`src/rtl/if_fetch_stage.sv`:
```
// Instruction-fetch stage: owns the PC, issues one request at a time to the
// instruction memory over a gnt/rvalid handshake, and presents pc, pc+4 and
// the fetched word (or a NOP bubble) to the IF/ID pipeline register.
module if_fetch_stage #(
    parameter logic [31:0] RESET_PC = 32'h0000_0000,
    parameter logic [31:0] NOP_INST = 32'h0000_0013
) (
    input  logic        clk,
    input  logic        reset,
    input  logic        stop,
    input  logic        jump,
    input  logic [31:0] jump_addr,
    output logic        imem_req,
    output logic [31:0] imem_addr,
    input  logic        imem_gnt,
    input  logic        imem_rvalid,
    input  logic [31:0] imem_rdata,
    output logic [31:0] pc_o,
    output logic [31:0] pc4_o,
    output logic [31:0] inst_o,
    output logic        inst_valid
);

    typedef enum logic [1:0] {
        S_FETCH = 2'd0,
        S_WAIT  = 2'd1,
        S_VALID = 2'd2,
        S_DROP  = 2'd3
    } state_t;

    state_t      state_q, state_d;
    logic [31:0] pc_q, pc_d;
    logic [31:0] inst_q, inst_d;
    logic [31:0] jump_tgt;

    // Redirect targets are always word aligned.
    assign jump_tgt = {jump_addr[31:2], 2'b00};

    // State, PC and instruction registers; reset restarts fetching at RESET_PC.
    always_ff @(posedge clk or posedge reset) begin
        if (reset) begin
            state_q <= S_FETCH;
            pc_q    <= RESET_PC;
            inst_q  <= NOP_INST;
        end else begin
            state_q <= state_d;
            pc_q    <= pc_d;
            inst_q  <= inst_d;
        end
    end

    // Next-state logic: jump always wins; a response that belongs to a
    // redirected-away request is discarded via DROP.
    always_comb begin
        state_d = state_q;
        pc_d    = pc_q;
        inst_d  = inst_q;
        case (state_q)
            S_FETCH: begin
                if (jump) begin
                    pc_d = jump_tgt;
                    if (imem_gnt) begin
                        state_d = S_DROP;
                    end
                end else if (imem_gnt) begin
                    state_d = S_WAIT;
                end
            end
            S_WAIT: begin
                if (jump) begin
                    pc_d    = jump_tgt;
                    state_d = imem_rvalid ? S_FETCH : S_DROP;
                end else if (imem_rvalid) begin
                    inst_d  = imem_rdata;
                    state_d = S_VALID;
                end
            end
            S_VALID: begin
                if (jump) begin
                    pc_d    = jump_tgt;
                    state_d = S_FETCH;
                end else if (!stop) begin
                    pc_d    = pc_q + 32'd4;
                    state_d = S_FETCH;
                end
            end
            S_DROP: begin
                // A jump only retargets the PC; the stale response still
                // retires the outstanding request, so rvalid always leaves
                // DROP (otherwise a coincident jump would wait forever).
                if (jump) begin
                    pc_d = jump_tgt;
                end
                if (imem_rvalid) begin
                    state_d = S_FETCH;
                end
            end
            default: begin
                state_d = S_FETCH;
            end
        endcase
    end

    // Outputs depend on registers only, never on inputs.
    assign imem_req   = (state_q == S_FETCH);
    assign imem_addr  = pc_q;
    assign pc_o       = pc_q;
    assign pc4_o      = pc_q + 32'd4;
    assign inst_valid = (state_q == S_VALID);
    assign inst_o     = (state_q == S_VALID) ? inst_q : NOP_INST;

endmodule

```
`config.mk`:
```
export PLATFORM = sky130hd
export DESIGN_NAME = if_fetch_stage
export DESIGN_NICKNAME = d
export VERILOG_FILES = /design/src/rtl/if_fetch_stage.sv
export SDC_FILE = /design/constraint.sdc
export NUM_CORES = 1
export LEC_CHECK = 0
export CORE_UTILIZATION = 30
export CTS_BUF_LIST = sky130_fd_sc_hd__clkbuf_4
export DETAILED_ROUTE_END_ITERATION = 8
export PLACE_DENSITY_LB_ADDON = 0.05
export SLEW_MARGIN = 20
export SYNTH_ARGS = -nofsm -noshare
export SYNTH_HDL_FRONTEND = slang
export SYNTH_SLANG_ARGS = --single-unit
```
`constraint.sdc`:
```
create_clock -name clk -period 3.5 [get_ports clk]
set_input_delay 1.05 -clock clk [delete_from_list [all_inputs] [get_ports clk]]
set_output_delay 1.05 -clock clk [all_outputs]
set_load 0.05 [all_outputs]
```
# Word level (Yosys, flattened, before mapping)
# Cells that the tools add are included.
# totals
elab_cells	33
output_inout_bits	130
register_bits	66
input_bits	70
# op_classes
bitwise_logic	1
reduce_logical	5
n_addsub	1
n_mux	15
n_eq_ne	8
# ops
operator	count
$mux 32	4
$pmux 32 s2	1
$add 32x3->32 const B	1
$mux 2	9
$pmux 2 s4	1
$ne 3x3->1 const B	2
$eq 2x2->1 const B	2
$ne 2x1->1 const B	2
$reduce_and 4->1	1
$reduce_and 3->1	1
$reduce_or 3->1	1
$eq 2x1->1 const B	1
$logic_not 2->1	1
$ne 2x2->1 const B	1
$reduce_and 2->1	1
$not 1->1	1

# Logic depth before layout (Yosys ltp)
# Gate-level depths: netlist of run 1.
# depth
ltp_word	4
ltp_mapped	7
ltp_nobuf	5

# Worst setup path before layout of run 1
# OpenSTA, ideal clock, no wires.
# synth_path
path_type	reg2out
start	register pc_q[4], in the netlist imem_addr[4]
end	output port pc4_o[21]
path_stages_with_launch	6
arrival_time_ns	3.011
slack_ns	-0.561
required_time_ns	2.450
n_path_buf	1
cell_sequence	dfrtp_1 > buf_2 > nand3_2 > or4_1 > or4_1 > xnor2_1
# synth_between
elab_chain_cells	1
# synth_lines
element	line_no	source
start, declared	32	logic [31:0] pc_q, pc_d;
start signal, assigned	47	pc_q <= pc_d;
$add 32x3->32	108	assign pc4_o = pc_q + 32'd4;
end, declared	19	output logic [31:0] pc4_o,
# Every way passes these cells.

# Final worst setup path of run 1
# layout_path
start	register pc_q[2], in the netlist imem_addr[2]
end	output port pc4_o[9]
# The elaborated chain is that of the path after synthesis.

==> impl_metrics.env, run 1 <==
export IMPL_postLayoutCellArea_um2=6490
export IMPL_root_buffer="clkbuf_4"
export IMPL_cts_sinks=64
export IMPL_diodes=0
export IMPL_p_leak_uw=0.00282
export IMPL_clock_skew_ns=0.0171
export IMPL_final_setup_worst_slack_ns=0.108
export IMPL_syn_area_per_cell_um2=9.37
export IMPL_whs_ns=0.505
export IMPL_setup_violations_final=0
export IMPL_hp_start="inst_q[28]"
export IMPL_final_common_cell="clkdlybuf4s50_1"
export IMPL_rows=41
export IMPL_drv_cap=0
export IMPL_timing_rr_start="state_q[0]"
export IMPL_synth_area_um2=4010
export IMPL_hpwl_um=8660
export IMPL_synth_ff_type="dfrtp_1"
export IMPL_yosysTopAreaCellShare_pct=38.1
export IMPL_clk_pin_slew_ns=0.10
export IMPL_relSlewSlack_pct=57.7
export IMPL_met1_length_um=5500
export IMPL_num_fill_cells=1229
export IMPL_power_density_nw_per_um2=586
export IMPL_postPlaceCellArea_um2=6260
export IMPL_path_class="flip-flop to output port"
export IMPL_fin_crit_sh_pct=96.9
export IMPL_synth_cells=428
export IMPL_grt_pass1_wl_um=19000
export IMPL_die_w_um=118
export IMPL_synthArstFlopShare_pct=100
export IMPL_fmax_mhz=295
export IMPL_dr_wl_met2_um=5570
export IMPL_yosys_area_top_type="dfrtp_1"
export IMPL_worstMarginPinSlew_ns=0.633
export IMPL_vdd_ir_drop_worst_mv=0.170
export IMPL_holdPathStages=1
export IMPL_cts_tree="built"
export IMPL_synth_edf_count=0
export IMPL_worstHoldPathType="flip-flop to flip-flop"
export IMPL_rrSetupSlack_ns=1.13
export IMPL_ys_seq_area_share_pct=40.0
export IMPL_multi_input_area_um2=2180
export IMPL_crit_fanout=9
export IMPL_fin_cells=775
export IMPL_dieArea_um2=13800
export IMPL_ant_nets=0
export IMPL_routedWlPerCell_um=15.5
export IMPL_final_cell_mix="clkdlybuf4s50_1, dfrtp_1, buf_4"
export IMPL_gp_congestion=0.801
export IMPL_dieHeight_um=118
export IMPL_syn2layout_area_growth_pct=61.9
export IMPL_hold_path_end="inst_q[28]"
export IMPL_drive_gt1_share_pct=25.0
export IMPL_reg2reg_depth=4
export IMPL_required_ns=2.45
export IMPL_outcome="completed"
export IMPL_grt_total_usage_pct=17.4
export IMPL_first_iter_violations=125
export IMPL_regArea_um2=1610
export IMPL_ys_ff_latch=64
export IMPL_synth_area_leaders="dfrtp_1, mux2_2, buf_4"
export IMPL_nets=669
export IMPL_cp_arrival_ns=2.34
export IMPL_via_per_inst=4.82
export IMPL_ctsHoldBuffers=0
export IMPL_dr_pass1_iters=4
export IMPL_endpoint_kind="output port"
export IMPL_ctsHtreeMaxLevel=3
export IMPL_hold_viol=0
export IMPL_vias=3735
export IMPL_grt_max_degree=40
export IMPL_wl_um=12000
export IMPL_cts_buffers=9
export IMPL_dp_slack_ns=0.121
export IMPL_rsz0062_at_grt="no"
export IMPL_ios=200
export IMPL_post_route_min_period_ns=3.39
export IMPL_rr_endpoint="imem_addr[31]"
export IMPL_dr_max_layer_used="met4"
export IMPL_power_uw=3800
export IMPL_core_area_um2=12800
export IMPL_clk_latency_ns=0.43
export IMPL_grt_pass1_vias=3526
export IMPL_yosysWarningCount=0
export IMPL_ys_types=41
export IMPL_antenna_found_initial=0
export IMPL_cts_buffer_depth=2
export IMPL_maxSlewViolCount=0
export IMPL_drc_errors=0
export IMPL_grt_ovfl_total=0
export IMPL_met3_length_um=701
export IMPL_dpl_cell_count=755
export IMPL_start_util_pct=31.3
export IMPL_io_buffer_count=191
export IMPL_critPathLaunchType="flip-flop"
-- state kept, by name (all words and copies together), names as in the netlist --
name,flops
state_q,2
imem_addr,30
inst_q,32
-- cell usage after synthesis, drive strengths merged (15+ instances only) --
library cell   n
dfrtp         61
buf           45
mux2          32
nand2         31
and2          30
nor2          26
xnor2         24
clkbuf        23
a31oi         16
o21ai         16
or4           16
xor2          16
nand3         15
-- metrics by stage --
step | TNS (ns) | util [%]
2_1_floorplan | -0.185 | -
3_3_place_gp | 0 | 48.8
3_5_place_dp | 0 | 48.8
4_1_cts | 0 | 50.2
5_1_grt | 0 | 50.6
6_report | 0 | 50.6
-- power breakdown --
part,total [µW],internal [µW],switching (µW)
clock,511,222,290
combinational,2160,833,1330
sequential,1130,979,153
-- cell families after synthesis --
| logic type | count (synthesis) | synth area share (%) |
|---|---|---|
| other | 1 | 0.0935 |
| XOR/XNOR | 40 | 8.74 |
| AO/OA/AOI/OAI | 49 | 7.62 |
| flip-flops | 64 | 40.0 |
| AND/OR/NAND/NOR | 167 | 23.3 |
| adder cells (fa/ha/maj) | 1 | 0.312 |
| multiplexers | 34 | 9.49 |
| buffers and inverters | 72 | 10.4 |
-- critical path, stage by stage (launching register included) --
cell and delay, ns:
dfrtp_2 0.41, nand3_2 0.10, buf_4 0.19, nor3_1 0.25, xor2_1 0.16, clkdlybuf4s50_1 0.81
-- worst max path at each step --
stage | slack (ns) | to | from
3_3_place_gp | 0.15 | imem_addr[31] | stop
2_1_floorplan | -0.18 | pc4_o[21] | imem_addr[4]
3_5_place_dp | 0.12 | imem_addr[31] | stop
5_1_grt | 0.001 | pc4_o[9] | imem_addr[2]
4_1_cts | 0.002 | pc4_o[28] | imem_addr[2]
6_report | 0.11 | pc4_o[9] | imem_addr[2]
-- final cells by class --
class / instances / share of cell area (%)
Timing Repair Buffer: 222 / 35.9
Multi-Input combinational cell: 297 / 33.6
Sequential cell: 64 / 24.8
Tap cell: 172 / 3.32
Clock buffer: 10 / 1.16
Clock inverter: 6 / 0.925
Inverter: 4 / 0.231
-- per-layer routing --
metal	up-vias	GRT usage, %
met5	-	0
met4	0	7.29
met3	16	4.46
met2	134	26.5
met1	1778	23.2
li1	1807	-
-- repair_timing --
item | in CTS | in global routing
setup endpoints to repair | 8 | 19
gates cloned | 0 | 0
resized for setup | 7 | 18
buffers inserted | 3 | 1
pin swaps | 1 | 1
Power figures use the tool's default switching activity.
==> inputs of run 2 (changes only) <==
- CORE_MARGIN: default -> 2
==> run 2 against run 1 <==
  * Largest power group unchanged
  * Total power rose by 7.3%
  * Critical endpoint is now pc4_o[28]
  * Routed wire length up 0.73%
  * Global-route usage shrank 0.12 points
  * Utilization grew 0.88 points
  * Clock skew grew 0.0028 ns
  * Non-clock buffer count down 2
  * Clock power fell by 14%
  * Cell count increased by 0.26%
  * Setup slack gained 0.034 ns
==> impl_metrics.env, run 2 (same netlist as run 1, synthesis figures left out) <==
export IMPL_outcome="completed"
export IMPL_syn2layout_area_growth_pct=68.8
export IMPL_dieArea_um2=14300
export IMPL_wl_um=12100
export IMPL_core_area_um2=13100
export IMPL_postPlaceCellArea_um2=6600
export IMPL_num_fill_cells=1213
export IMPL_worstMarginPinSlew_ns=0.533
export IMPL_cts_buffer_depth=2
export IMPL_worstHoldPathType="flip-flop to flip-flop"
export IMPL_nets=667
export IMPL_path_class="flip-flop to output port"
export IMPL_io_buffer_count=191
export IMPL_power_density_nw_per_um2=603
export IMPL_critPathLaunchType="flip-flop"
export IMPL_largest_register="inst_q"
export IMPL_rsz0062_at_grt="no"
export IMPL_multi_input_area_um2=2190
export IMPL_largest_reg_flops=32
export IMPL_dr_pass1_iters=4
export IMPL_drive_gt1_share_pct=26.8
export IMPL_grt_pass1_wl_um=19600
export IMPL_routedWlPerCell_um=15.5
export IMPL_first_iter_violations=101
export IMPL_vias=3709
export IMPL_maxSlewViolCount=0
export IMPL_cp_cell_sequence="ha_2 -> and4_4 -> nand4_1 -> buf_4 -> nor3_2 -> xor2_2 -> buf_12"
export IMPL_fmax_mhz=298
export IMPL_relSlewSlack_pct=64.3
export IMPL_die_w_um=120
export IMPL_required_ns=2.45
export IMPL_p_seq_share_pct=27.6
export IMPL_power_share_switching_pct=44.6
export IMPL_critPathMaxStageDelay_ns=0.43
export IMPL_p_int_uw=2260
export IMPL_hpwl_um=8960
export IMPL_pwr_share_comb_pct=61.5
export IMPL_diodes=0
export IMPL_postLayoutCellArea_um2=6770
export IMPL_regArea_um2=1610
export IMPL_p_clk_share_pct=10.8
export IMPL_grt_pass1_vias=3742
export IMPL_clk_pin_slew_ns=0.12
export IMPL_p_leak_uw=0.00272
export IMPL_rows=42
export IMPL_cts_buffers=9
export IMPL_post_route_min_period_ns=3.36
export IMPL_final_common_cell="clkdlybuf4s50_1"
export IMPL_ios=200
export IMPL_final_cell_mix="clkdlybuf4s50_1, dfrtp_1, buf_12"
export IMPL_fin_crit_sh_pct=95.9
export IMPL_ctsHoldBuffers=0
export IMPL_drc_errors=0
export IMPL_ctsHtreeMaxLevel=3
export IMPL_cts_tree="built"
export IMPL_grt_total_usage_pct=17.2
export IMPL_ant_nets=0
export IMPL_gp_congestion=0.777
export IMPL_rrSetupSlack_ns=1.14
export IMPL_grt_ovfl_total=0
export IMPL_root_buffer="clkbuf_4"
export IMPL_setup_violations_final=0
export IMPL_crit_fanout=8
export IMPL_whs_ns=0.504
export IMPL_p_sw_uw=1820
export IMPL_vdd_ir_drop_worst_mv=0.165
export IMPL_start_util_pct=30.5
export IMPL_cts_sinks=64
export IMPL_slowest_stage="dfrtp_2"
export IMPL_hold_viol=0
export IMPL_clock_skew_ns=0.0199
export IMPL_antenna_found_initial=0
export IMPL_endpoint_kind="output port"
export IMPL_grt_max_degree=45
export IMPL_via_per_inst=4.77
export IMPL_drv_cap=0
export IMPL_cp_arrival_ns=2.31
export IMPL_dieHeight_um=120
export IMPL_clk_latency_ns=0.42
==> run 2: cell types whose count changed in the layout (fill, tap and decap cells not counted), sizes merged <==
cell | previous run | this run
clkbuf | 10 | 13
buf | 70 | 83
dlygate4sd2 | 0 | 1
bufinv | 1 | 0
dlymetal6s2s | 14 | 2
clkdlybuf4s50 | 138 | 134
clkinvlp | 2 | 0
==> run 2: critical path: cells and delay by family (launching register included) <==
family	cells	cell delay (ns)
fa+ha+maj	1	0.24
xor+xnor	1	0.20
flops	1	0.43
simple gates	3	0.66
buf+inv	2	0.36
==> run 2: final timing paths <==
check                              from  cells past startpoint             to
min                          inst_q[25]                      1     inst_q[25]
max in group asynchronous         reset                      3      inst_q[0]
min reg2reg                  inst_q[25]                      1     inst_q[25]
min in group asynchronous         reset                      2   imem_addr[2]
max reg2reg                  state_q[0]                      4  imem_addr[25]
max                        imem_addr[2]                      7      pc4_o[28]
==> run 2: final cells by class <==
type / count / share of cell area (%)
clock inverter: 3 / 0.185
multi-input combinational: 297 / 32.3
sequential: 64 / 23.8
clock buffer: 13 / 1.44
tap: 176 / 3.26
timing repair buffer: 220 / 38.8
inverter: 4 / 0.222
==> run 2: stage by stage <==
stage | worst slack [ns] | util, % | power (µW) | cells | setup TNS (ns)
final | 0.142 | 51.5 | 4080 | 777 | 0
after CTS | 0.0208 | 51.3 | 4140 | 777 | 0
after detailed placement | 0.112 | 50.2 | 3680 | 759 | 0
after global routing | 0.00128 | 51.5 | 4290 | 777 | 0
after floorplan | -0.185 | - | 2630 | 433 | -0.185
after global placement | 0.136 | 50.2 | 3640 | 759 | 0
==> run 2: power groups by stage <==
stage / Clock [µW] / Sequential, µW / Combinational [µW]
2_1_floorplan: 0 / 1230 / 1400
4_1_cts: 464 / 1130 / 2540
6_report: 442 / 1130 / 2510
3_3_place_gp: 0 / 1130 / 2510
3_5_place_dp: 0 / 1150 / 2530
5_1_grt: 489 / 1170 / 2630
==> run 2: repair_timing <==
item	in CTS	in global routing
buffers inserted	2	0
resized for setup	7	7
pin swaps	2	0
setup endpoints to repair	13	11
==> run 2: routing by layer <==
| metal | wire length [µm] | GRT usage [%] | part of all wire [%] |
|---|---|---|---|
| met5 | 0 | 0 | 0 |
| met4 | 176 | 5.66 | 1.5 |
| met3 | 753 | 3.94 | 6.2 |
| met2 | 6060 | 30.3 | 50 |
| met1 | 5080 | 20.8 | 42 |
==> inputs of run 3 (changes only) <==
- CORE_MARGIN: 2 -> default
- CORE_UTILIZATION: 30 -> 40
==> run 3 against run 2 <==
  * Routed wire length decreased by 2.4%
  * Cell count decreased by 5.7%
  * Sequential cell count stayed put
  * Total power grew 5.4%
  * Fmax fell by 0.79%
  * Non-clock buffer count shrank 1
  * Clock power rose by 48%
  * Largest cell class unchanged
==> impl_metrics.env, run 3 (same netlist as run 1, synthesis figures left out) <==
export IMPL_hold_viol=0
export IMPL_rrSetupSlack_ns=1.09
export IMPL_routedWlPerCell_um=16.1
export IMPL_power_density_nw_per_um2=633
export IMPL_ant_nets=0
export IMPL_start_util_pct=41.2
export IMPL_gp_congestion=0.823
export IMPL_critPathMostFrequentCell="or4_4"
export IMPL_path_class="flip-flop to output port"
export IMPL_clk_pin_slew_ns=0.12
export IMPL_critPathMaxStageDelay_ns=0.51
export IMPL_grt_max_degree=36
export IMPL_final_common_cell="clkdlybuf4s50_1"
export IMPL_largest_reg_flops=32
export IMPL_vdd_ir_drop_worst_mv=0.318
export IMPL_first_iter_violations=210
export IMPL_required_ns=2.45
export IMPL_relSlewSlack_pct=50.4
export IMPL_ios=200
export IMPL_critical_path_top_delay_family="simple AND/OR/NAND/NOR gates"
export IMPL_cts_sinks=64
export IMPL_grt_pass1_wl_um=17900
export IMPL_clk_latency_ns=0.41
export IMPL_grt_pass1_vias=3473
export IMPL_holdPathStages=1
export IMPL_worstMarginPinSlew_ns=0.743
export IMPL_setup_violations_final=0
export IMPL_cts_buffers=9
export IMPL_grt_ovfl_total=0
export IMPL_final_cell_mix="clkdlybuf4s50_1, dfrtp_1, buf_12"
export IMPL_drive_gt1_share_pct=27.3
export IMPL_hpwl_um=8590
export IMPL_worstHoldPathType="flip-flop to flip-flop"
export IMPL_grt_total_usage_pct=22.3
export IMPL_largest_register="inst_q"
export IMPL_ctsHtreeMaxLevel=3
export IMPL_wl_um=11800
export IMPL_rows=36
export IMPL_io_buffer_count=191
export IMPL_cts_buffer_depth=2
export IMPL_drc_errors=0
export IMPL_ctsHoldBuffers=0
export IMPL_dieArea_um2=10400
export IMPL_hp_start="inst_q[25]"
export IMPL_cp_arrival_ns=2.33
export IMPL_critPathLaunchType="flip-flop"
export IMPL_nets=666
export IMPL_reg2reg_depth=4
export IMPL_rr_endpoint="imem_addr[25]"
export IMPL_cts_tree="built"
export IMPL_power_uw=4300
export IMPL_root_buffer="clkbuf_4"
export IMPL_drv_cap=0
export IMPL_outcome="completed"
export IMPL_dieHeight_um=102
export IMPL_fin_cells=733
export IMPL_antenna_found_initial=0
export IMPL_endpoint_kind="output port"
export IMPL_slowest_stage="or4_4"
export IMPL_fin_crit_sh_pct=96.7
export IMPL_syn2layout_area_growth_pct=69.7
export IMPL_rsz0062_at_grt="no"
export IMPL_dr_pass1_iters=4
export IMPL_timing_rr_start="state_q[0]"
export IMPL_crit_fanout=6
export IMPL_die_w_um=102
export IMPL_fmax_mhz=295
export IMPL_core_area_um2=9730
export IMPL_diodes=0
export IMPL_hold_path_end="inst_q[25]"
export IMPL_via_per_inst=5.15
export IMPL_cp_cell_sequence="nand4_1 -> or4_4 -> or4_4 -> xnor2_4 -> buf_12"
export IMPL_p_leak_uw=0.00277
export IMPL_vias=3777
export IMPL_maxSlewViolCount=0
export IMPL_dpl_cell_count=712
export IMPL_crit_buf_inv=1
export IMPL_clock_skew_ns=0.0108
export IMPL_post_route_min_period_ns=3.38
## run 3: how the worst max path moves through the flow
stage / startpoint / endpoint / slack (ns) / cells after the start
CTS: imem_addr[10] / pc4_o[21] / -0.04 / 5
global route: imem_addr[3] / pc4_o[30] / 0.02 / 7
floorplan: imem_addr[4] / pc4_o[21] / -0.18 / 5
detailed placement: stop / imem_addr[29] / 0.12 / 5
global placement: stop / imem_addr[27] / 0.16 / 5
finish: imem_addr[10] / pc4_o[21] / 0.12 / 5
## run 3: through the flow
stage               instance area [µm²]  hold WS, ns  setup slack, ns  setup TNS, ns  util [%]
floorplan                          4180        0.472           -0.185         -0.185         -
finish                             6800        0.508            0.116              0      69.9
detailed placement                 6520        0.487            0.116              0      67.0
global route                       6800        0.522           0.0161              0      69.9
global placement                   6520        0.480            0.165              0      67.0
CTS                                6730        0.513          -0.0437        -0.0437      69.1
## run 3: layout make-up
type / count / area [µm²]
Clock buffer: 9 / 67.6
Timing Repair Buffer: 219 / 2620
Sequential cell: 64 / 1610
Inverter: 4 / 15.0
Fill cell: 771 / 2930
Clock inverter: 7 / 119
Tap cell: 133 / 166
Multi-Input combinational cell: 297 / 2200
## run 3: where the power goes
part / leakage [µW] / total (µW) / switching [µW] / internal (µW)
clock: 0.0000942 / 655 / 292 / 363
sequential: 0.000748 / 1140 / 164 / 979
combinational: 0.00193 / 2500 / 1400 / 1110
total: 0.00277 / 4300 / 1850 / 2450
## run 3: repair_timing
action / 4_1_cts / 5_1_grt
resized for setup: 8 / 12
pin swaps: 0 / 2
endpoints found under the setup margin: 7 / 11
buffers inserted: 0 / 5
## run 3: per-layer routing
| metal | track usage [%] | part of all wire, % | vias to the layer above |
|---|---|---|---|
| li1 | - | - | 1786 |
| met1 | 28.4 | 41 | 1857 |
| met2 | 37.9 | 51 | 125 |
| met3 | 4.72 | 6.9 | 9 |
| met4 | 6.81 | 1.0 | 0 |
| met5 | 0 | 0 | - |
